--- src/rtl/instr_mem_loader_if.sv ---
// instr_mem_loader_if: instruction-field stream into the loader plus the
// instruction-memory write bus out of it. The loader uses the slave modport;
// the program source and the memory side use the master modport.
interface instr_mem_loader_if #(
  parameter int ADDR_W = 8
);
  logic              in_valid;
  logic              in_ready;
  logic              in_fmt;
  logic [5:0]        in_opcode;
  logic [4:0]        in_rs;
  logic [4:0]        in_rt;
  logic [4:0]        in_rd;
  logic [15:0]       in_imm;
  logic              mem_we;
  logic [ADDR_W-1:0] mem_addr;
  logic [31:0]       mem_wdata;

  modport master (
    output in_valid, in_fmt, in_opcode, in_rs, in_rt, in_rd, in_imm,
    input  in_ready, mem_we, mem_addr, mem_wdata
  );

  modport slave (
    input  in_valid, in_fmt, in_opcode, in_rs, in_rt, in_rd, in_imm,
    output in_ready, mem_we, mem_addr, mem_wdata
  );
endinterface

--- src/rtl/instr_mem_loader.sv ---
// instr_mem_loader: accepts decoded instruction fields over valid/ready, packs
// them into 32-bit words and writes them sequentially into instruction memory
// starting at a latched base address. Stops after 'length' words or at the end
// of memory (sticky overflow, no wrap). All outputs are registered.
// Optional feature macro: LOADER_CHECKSUM_EN adds a 32-bit running checksum port.
module instr_mem_loader #(
  parameter int DEPTH  = 141,
  parameter int ADDR_W = 8
) (
  input  logic              clk,
  input  logic              reset_n,
  input  logic              start,
  input  logic [ADDR_W-1:0] base_addr,
  input  logic [ADDR_W-1:0] length,
  output logic              busy,
  output logic              done,
  output logic              overflow,
  instr_mem_loader_if.slave bus
`ifdef LOADER_CHECKSUM_EN
  ,
  output logic [31:0]       checksum
`endif
);

  typedef enum logic [1:0] {
    IDLE   = 2'd0,
    ACCEPT = 2'd1,
    WRITE  = 2'd2,
    DONE   = 2'd3
  } state_t;

  // One extra bit so the end-of-memory compare cannot alias when DEPTH == 2**ADDR_W
  localparam logic [ADDR_W:0] DEPTH_X = (ADDR_W+1)'(DEPTH);
  localparam logic [ADDR_W:0] ONE_X   = (ADDR_W+1)'(1);

  state_t            state_reg, state_next;
  logic [ADDR_W-1:0] addr_reg, addr_next;
  logic [ADDR_W-1:0] len_reg, len_next;
  logic [ADDR_W-1:0] count_reg, count_next;
  logic [31:0]       wdata_reg, wdata_next;
  logic              ovf_reg, ovf_next;
  logic              in_ready_reg, mem_we_reg, busy_reg, done_reg;
  logic [31:0]       packed_word;
  logic [ADDR_W:0]   addr_inc, count_inc;

  assign addr_inc  = {1'b0, addr_reg} + ONE_X;
  assign count_inc = {1'b0, count_reg} + ONE_X;

  // Field packing: I-type carries the full immediate, R-type keeps rd plus imm[10:0]
  always_comb begin
    if (bus.in_fmt) begin
      packed_word = {bus.in_opcode, bus.in_rs, bus.in_rt, bus.in_imm};
    end else begin
      packed_word = {bus.in_opcode, bus.in_rs, bus.in_rt, bus.in_rd, bus.in_imm[10:0]};
    end
  end

  // Next-state and datapath update for the session FSM
  always_comb begin
    state_next = state_reg;
    addr_next  = addr_reg;
    len_next   = len_reg;
    count_next = count_reg;
    wdata_next = wdata_reg;
    ovf_next   = ovf_reg;
    case (state_reg)
      IDLE: begin
        if (start) begin
          addr_next  = base_addr;
          len_next   = length;
          count_next = '0;
          ovf_next   = 1'b0;
          if (length == '0) begin
            state_next = DONE;
          end else if ({1'b0, base_addr} >= DEPTH_X) begin
            ovf_next   = 1'b1;
            state_next = DONE;
          end else begin
            state_next = ACCEPT;
          end
        end
      end
      ACCEPT: begin
        if (bus.in_valid && in_ready_reg) begin
          wdata_next = packed_word;
          state_next = WRITE;
        end
      end
      WRITE: begin
        count_next = count_inc[ADDR_W-1:0];
        // Length completion takes priority over hitting the end of memory
        if (count_inc == {1'b0, len_reg}) begin
          state_next = DONE;
        end else if (addr_inc == DEPTH_X) begin
          ovf_next   = 1'b1;
          state_next = DONE;
        end else begin
          addr_next  = addr_inc[ADDR_W-1:0];
          state_next = ACCEPT;
        end
      end
      DONE: begin
        state_next = IDLE;
      end
      default: begin
        state_next = IDLE;
      end
    endcase
  end

  // State and datapath registers; outputs are decoded from the next state so they are flops
  always_ff @(posedge clk) begin
    if (!reset_n) begin
      state_reg    <= IDLE;
      addr_reg     <= '0;
      len_reg      <= '0;
      count_reg    <= '0;
      wdata_reg    <= '0;
      ovf_reg      <= 1'b0;
      in_ready_reg <= 1'b0;
      mem_we_reg   <= 1'b0;
      busy_reg     <= 1'b0;
      done_reg     <= 1'b0;
    end else begin
      state_reg    <= state_next;
      addr_reg     <= addr_next;
      len_reg      <= len_next;
      count_reg    <= count_next;
      wdata_reg    <= wdata_next;
      ovf_reg      <= ovf_next;
      in_ready_reg <= (state_next == ACCEPT);
      mem_we_reg   <= (state_next == WRITE);
      busy_reg     <= (state_next != IDLE);
      done_reg     <= (state_next == DONE);
    end
  end

  assign bus.in_ready  = in_ready_reg;
  assign bus.mem_we    = mem_we_reg;
  assign bus.mem_addr  = addr_reg;
  assign bus.mem_wdata = wdata_reg;
  assign busy          = busy_reg;
  assign done          = done_reg;
  assign overflow      = ovf_reg;

`ifdef LOADER_CHECKSUM_EN
  logic [31:0] checksum_reg;

  // Running sum of every word written in the current session
  always_ff @(posedge clk) begin
    if (!reset_n) begin
      checksum_reg <= '0;
    end else if (state_reg == IDLE && start) begin
      checksum_reg <= '0;
    end else if (mem_we_reg) begin
      checksum_reg <= checksum_reg + wdata_reg;
    end
  end

  assign checksum = checksum_reg;
`endif

endmodule

--- src/flat_wrapper.sv ---
// flat-port wrapper written by rule: the top's interface ports become plain ports
module instr_mem_loader_flat 
#(
  parameter int DEPTH  = 141,
  parameter int ADDR_W = 8
)
  (clk, reset_n, start, base_addr, length, busy, done, overflow, bus_in_valid, bus_in_fmt, bus_in_opcode, bus_in_rs, bus_in_rt, bus_in_rd, bus_in_imm, bus_in_ready, bus_mem_we, bus_mem_addr, bus_mem_wdata);
  instr_mem_loader_if #(.ADDR_W(ADDR_W)) bus_i ();
  input  logic clk;
  input  logic reset_n;
  input  logic start;
  input  logic [ADDR_W-1:0] base_addr;
  input  logic [ADDR_W-1:0] length;
  output logic busy;
  output logic done;
  output logic overflow;
  input wire logic [$bits(bus_i.in_valid)-1:0] bus_in_valid;
  input wire logic [$bits(bus_i.in_fmt)-1:0] bus_in_fmt;
  input wire logic [$bits(bus_i.in_opcode)-1:0] bus_in_opcode;
  input wire logic [$bits(bus_i.in_rs)-1:0] bus_in_rs;
  input wire logic [$bits(bus_i.in_rt)-1:0] bus_in_rt;
  input wire logic [$bits(bus_i.in_rd)-1:0] bus_in_rd;
  input wire logic [$bits(bus_i.in_imm)-1:0] bus_in_imm;
  output wire logic [$bits(bus_i.in_ready)-1:0] bus_in_ready;
  output wire logic [$bits(bus_i.mem_we)-1:0] bus_mem_we;
  output wire logic [$bits(bus_i.mem_addr)-1:0] bus_mem_addr;
  output wire logic [$bits(bus_i.mem_wdata)-1:0] bus_mem_wdata;
  assign bus_i.in_valid = bus_in_valid;
  assign bus_i.in_fmt = bus_in_fmt;
  assign bus_i.in_opcode = bus_in_opcode;
  assign bus_i.in_rs = bus_in_rs;
  assign bus_i.in_rt = bus_in_rt;
  assign bus_i.in_rd = bus_in_rd;
  assign bus_i.in_imm = bus_in_imm;
  assign bus_in_ready = bus_i.in_ready;
  assign bus_mem_we = bus_i.mem_we;
  assign bus_mem_addr = bus_i.mem_addr;
  assign bus_mem_wdata = bus_i.mem_wdata;
  instr_mem_loader #(.DEPTH(DEPTH), .ADDR_W(ADDR_W)) u_core (.clk(clk), .reset_n(reset_n), .start(start), .base_addr(base_addr), .length(length), .busy(busy), .done(done), .overflow(overflow), .bus(bus_i));
endmodule
--- config.mk ---
export PLATFORM = sky130hd
export DESIGN_NAME = instr_mem_loader_flat
export DESIGN_NICKNAME = d
export VERILOG_FILES = /design/src/rtl/instr_mem_loader_if.sv /design/src/rtl/instr_mem_loader.sv /design/src/flat_wrapper.sv
export SDC_FILE = /design/constraint.sdc
export NUM_CORES = 1
export LEC_CHECK = 0
export BUFFER_PORTS_ARGS = -buffer_cell sky130_fd_sc_hd__buf_2
export CAP_MARGIN = 20
export CORE_UTILIZATION = 45
export DETAILED_ROUTE_END_ITERATION = 12
export GPL_TIMING_DRIVEN = 0
export PLACE_DENSITY = 0.76
export SYNTH_ARGS = -nofsm -noshare
export SYNTH_HDL_FRONTEND = slang
export SYNTH_SLANG_ARGS = --single-unit
--- constraint.sdc ---
create_clock -name clk -period 2.17 [get_ports clk]
set_clock_uncertainty 0.2 [all_clocks]
set_input_delay 0.434 -clock clk [delete_from_list [all_inputs] [get_ports clk]]
set_output_delay 0.434 -clock clk [all_outputs]
set_load 0.1 [all_outputs]
Word level (Yosys, flattened, before mapping):

Index checks and enable logic that the tools add are counted.

* bits in registers: 63
* bits in latches: 0
* bits in writable memories: 0
* ROM bits: 0
* memories kept: 0

* add/sub/neg operators: 2
* multipliers: 0
* divide/modulo/power cells: 0
* $lt $le $gt $ge: 1
* eq/ne operators: 12
* shifts and indexed selects: 0
* mux-type cells: 20
* bitwise logic cells: 0
* reductions and logical operators: 10

Operator list (count)
* two-way mux 8 bit: 4
* one-hot mux 8 bit (2 select lines): 2
* adder 8 x 1 -> 9 bit (second input constant): 2
* two-way mux 16 bit: 1
* two-way mux 2 bit: 6
* == test 9 x 8 -> 1 bit: 1
* == test 9 x 8 -> 1 bit (second input constant): 1
* == test 2 bit (second input constant): 4
* greater-or-equal comparator 8 bit (second input constant): 1
* logical NOT 8 bit: 1
* one-hot mux 2 bit (4 select lines): 1
* AND reduction 4 bit: 2
* != test 2 bit (second input constant): 3
* AND reduction 2 bit: 3
* two-way mux 1 bit: 5
* == test 2 x 1 -> 1 bit (second input constant): 2
* nonzero test 2 bit: 2
* logical NOT 2 bit: 1
* != test 2 x 1 -> 1 bit (second input constant): 1
* one-hot mux 1 bit (2 select lines): 1
* logical AND 1 bit: 1

Longest topological paths before layout:

* depth in word-level cells: 6
* mapped depth: 8
* gate-level depth less buffers: 7

Worst setup path after synthesis:

OpenSTA, ideal clock, no wires.

* path type: reg-to-reg
* from: reg u_core.addr_reg[1] (netlist: u_core.bus.mem_addr[1])
* to: reg u_core.addr_reg[3] (netlist: u_core.bus.mem_addr[3])
* library setup time: 73 ps
* arrival: 2558 ps
* path slack: -660 ps
* cell stages (with the launch flop): 9
* buffers on the path: 1
* path through: dfxtp_1 -> ha_1 -> xor2_1 -> nand4b_1 -> nor4b_1 -> a21o_1 -> or2_1 -> buf_6 -> mux2i_1

* longest elaborated chain between the ends: 4
* elaborated cells on any way between the ends: 7

RTL lines
* from (decl): RTL line instr_mem_loader.sv:37 `logic [ADDR_W-1:0] addr_reg, addr_next;`
* from (signal assigned): RTL line instr_mem_loader.sv:126 `addr_reg <= addr_next;`
* adder 8 x 1 -> 9 bit *: RTL line instr_mem_loader.sv:46 `assign addr_inc = {1'b0, addr_reg} + ONE_X;`
* == test 9 x 8 -> 1 bit / two-way mux 8 bit (equally long branches): RTL line instr_mem_loader.sv:94 `end else if (addr_inc == DEPTH_X) begin`
* != test 2 bit (no line) / two-way mux 8 bit (equally long branches)
* AND reduction 4 bit (no line) / one-hot mux 8 bit (2 select lines) (equally long branches)

Mark *: on every way between the ends. The rest lies on a longest branch, timed or not. The select of a mux whose other input is x is not followed.
A chain may end at the register's enable or synchronous reset.

Final worst setup path:

* from: reg u_core.count_reg[4]
* to: reg u_core.addr_reg[6] (netlist: u_core.bus.mem_addr[6])

* longest elaborated chain between the ends: 4

RTL lines
* from (decl): RTL line instr_mem_loader.sv:39 `logic [ADDR_W-1:0] count_reg, count_next;`
* from (signal assigned): RTL line instr_mem_loader.sv:128 `count_reg <= count_next;`
* adder 8 x 1 -> 9 bit: RTL line instr_mem_loader.sv:47 `assign count_inc = {1'b0, count_reg} + ONE_X;`
* == test 9 x 8 -> 1 bit: RTL line instr_mem_loader.sv:92 `if (count_inc == {1'b0, len_reg}) begin`
* != test 2 bit (no line)
* AND reduction 4 bit (no line)

No other way between the ends.

==> run metrics <==
status=complete, but fails checks; failing checks=setup timing; TNS Setup=-102 ps; fin area=0.00404 mm^2; TritonCTS clock tree=built; Mapped Area=0.00292 mm^2; Cell Area, Placed=0.00359 mm^2; grt ovf=0; # rows=28; Largest register FFs=32; ratio of cells with drive above 1 in the final layout=0.352; gpl congestion=0.824; most frequent cells in the layout=buf_2 (101), nand2_1 (97), dfxtp_1 (47), a21oi_1 (44), nor2_1 (21); Final WS setup=-48.1 ps; H-tree depth=3; clk sinks=63; Final Util=0.662; cell count after synthesis=364; Avg Synthesized Cell Area=8.02 um^2; register area share after synthesis=0.432; Post-DRT Antenna Nets=0; Worst VDD drop=0.000490 V; Die Area=0.00681 mm^2; largest net degree at the start of global routing=12; hold_ws=129 ps; Main synth FF type=dfxtp_1; vias=3,065; Leak Pwr=1.72 nW; number of synthesized flops with an enable pin=0; routed len/inst=14.8 um; max-cap violation count=0; startpoint types=register; PwrDens=765 mW/mm^2; Worst-path clk slew=70 ps; Final nets=547; final non-filler cell total=566; fmax=451 MHz; total routed wirelength=8370 um; FFs w/ async S/R, synth=0; Bufs on Longest Clock Path=2; syn_nets=425; WS Path Type=reg -> reg; Worst-Margin Slew=609 ps; Antenna Cells=0; Final Hold Viols=0; clock root buffer=clkbuf_8; port bufs=100; initial antenna violation count=0; Yosys reg bits=63; DR vias/cell=5.42; Arr. time, crit path=2260 ps; Yosys cell types=52; Worst Path Required=2220 ps; Finish-stage setup viols=3; Iteration-0 DRC Markers=178; Residual DRC=0; HPWL after DPL=5840 um; Overall Global Routing Usage=0.255; P&R area growth vs syn=38.2%; starting density of the core=0.479; core area=0.00610 mm^2; worst hold-check path type=in -> reg; Final Max Tran Viols=0; fin crit share=1.02; Crit Path Max Fanout=8; Placed Cells incl. Taps=539; minimum clock period=2220 ps; vias in the first global route=2,895; FILL cells=540; most common cell after layout, fill and taps aside=buf_2; DRT Pass-1 Iters=4; latest clock arrival within the worst-skew pair=340 ps; RSZ-0062 raised after global routing=true; Die X=82.5 um; # IOs=103; die height=82.5 um; Setup crit end kind=register; first-pass GRT wire length=13,000 um; Yosys warning total=0; CTS Buf Count=9; max_slew headroom=0.588
==> cell usage after synthesis (3+ instances only) <==
| cell type | n | area, um^2 |
|---|---|---|
| mux2i_1 | 9 | 90.1 |
| inv_1 | 4 | 15.0 |
| or3_1 | 3 | 18.8 |
| nand3_1 | 8 | 40.0 |
| o21ai_0 | 9 | 45.0 |
| o22ai_1 | 4 | 25.0 |
| buf_1 | 3 | 11.3 |
| ha_1 | 3 | 37.5 |
| and2_1 | 5 | 31.3 |
| dfxtp_1 | 63 | 1260 |
| nand2_1 | 97 | 364 |
| xor2_1 | 6 | 52.6 |
| clkbuf_1 | 18 | 67.6 |
| xnor2_1 | 8 | 70.1 |
| nor2b_1 | 4 | 25.0 |
| nor2_1 | 22 | 82.6 |
| nor4_1 | 4 | 25.0 |
| a211oi_1 | 8 | 60.1 |
| a21oi_1 | 44 | 220 |
==> layout make-up <==
class | count | area, um^2 | share of cell area
plain buffers | 22 | 103 | 0.0254
clock buffers | 11 | 163 | 0.0403
clock inverters | 5 | 76.3 | 0.0189
multi-input cells | 273 | 1670 | 0.413
inverters | 5 | 18.8 | 0.00465
flip-flops and latches | 63 | 1300 | 0.323
repair buffers | 112 | 611 | 0.151
well taps | 75 | 93.8 | 0.0233
==> cell families after synthesis <==
kind of cell / count (synthesis) / share of synthesized area
simple gates: 164 / 0.259
compound gates: 83 / 0.182
flops: 63 / 0.432
buf+inv: 28 / 0.0411
xor+xnor: 14 / 0.0420
mux: 9 / 0.0309
fa+ha+maj: 3 / 0.0129
==> power by group <==
| part | internal [mW] | switching (mW) | leakage, nW |
|---|---|---|---|
| Clock | 0.745 | 0.477 | 0.125 |
| Combinational | 0.169 | 0.443 | 1.08 |
| Sequential | 1.20 | 0.0504 | 0.521 |
==> critical path, cell delays in order (launching register included) <==
cell and delay, ps:
dfxtp_2 330, buf_6 120, nand4_1 150, or3_4 430
o311ai_4 80, nor4_4 80, buf_6 140, or2_1 210
buf_6 140, o32ai_2 240
==> through the flow <==
step | total power [mW] | worst slack [ps]
after floorplan | 1.72 | 1.59
after global placement | 1.86 | -251
after detailed placement | 1.87 | -299
after CTS | 3.08 | -85.5
after global routing | 3.19 | -112
final | 3.09 | -48.1
==> layer usage <==
metal | vias to the layer above | wire length (um) | global-route usage
li1 | 1498 | - | -
met1 | 1427 | 3470 | 0.289
met2 | 125 | 4170 | 0.456
met3 | 15 | 592 | 0.0736
met4 | 0 | 137 | 0.0828
met5 | - | 0 | 0
==> path summary, 6_finish.rpt <==
check	slack (ps)	to	cells past startpoint	from
setup / recovery	-50	u_core.bus.mem_addr[6]	9	u_core.count_reg[4]
hold / removal	130	u_core.bus.mem_wdata[0]	3	bus_in_imm[0]
setup reg to reg	-50	u_core.bus.mem_addr[6]	9	u_core.count_reg[4]
hold reg to reg	250	u_core.bus.mem_wdata[3]	2	u_core.bus.mem_wdata[3]
==> repair_timing <==
action,in CTS,in global routing
resized for setup,15,16
hold buffers,0,0
buffers inserted,6,7
pin swaps,6,6
endpoints found under the setup margin,18,26
(Power assumes the default switching activity.)
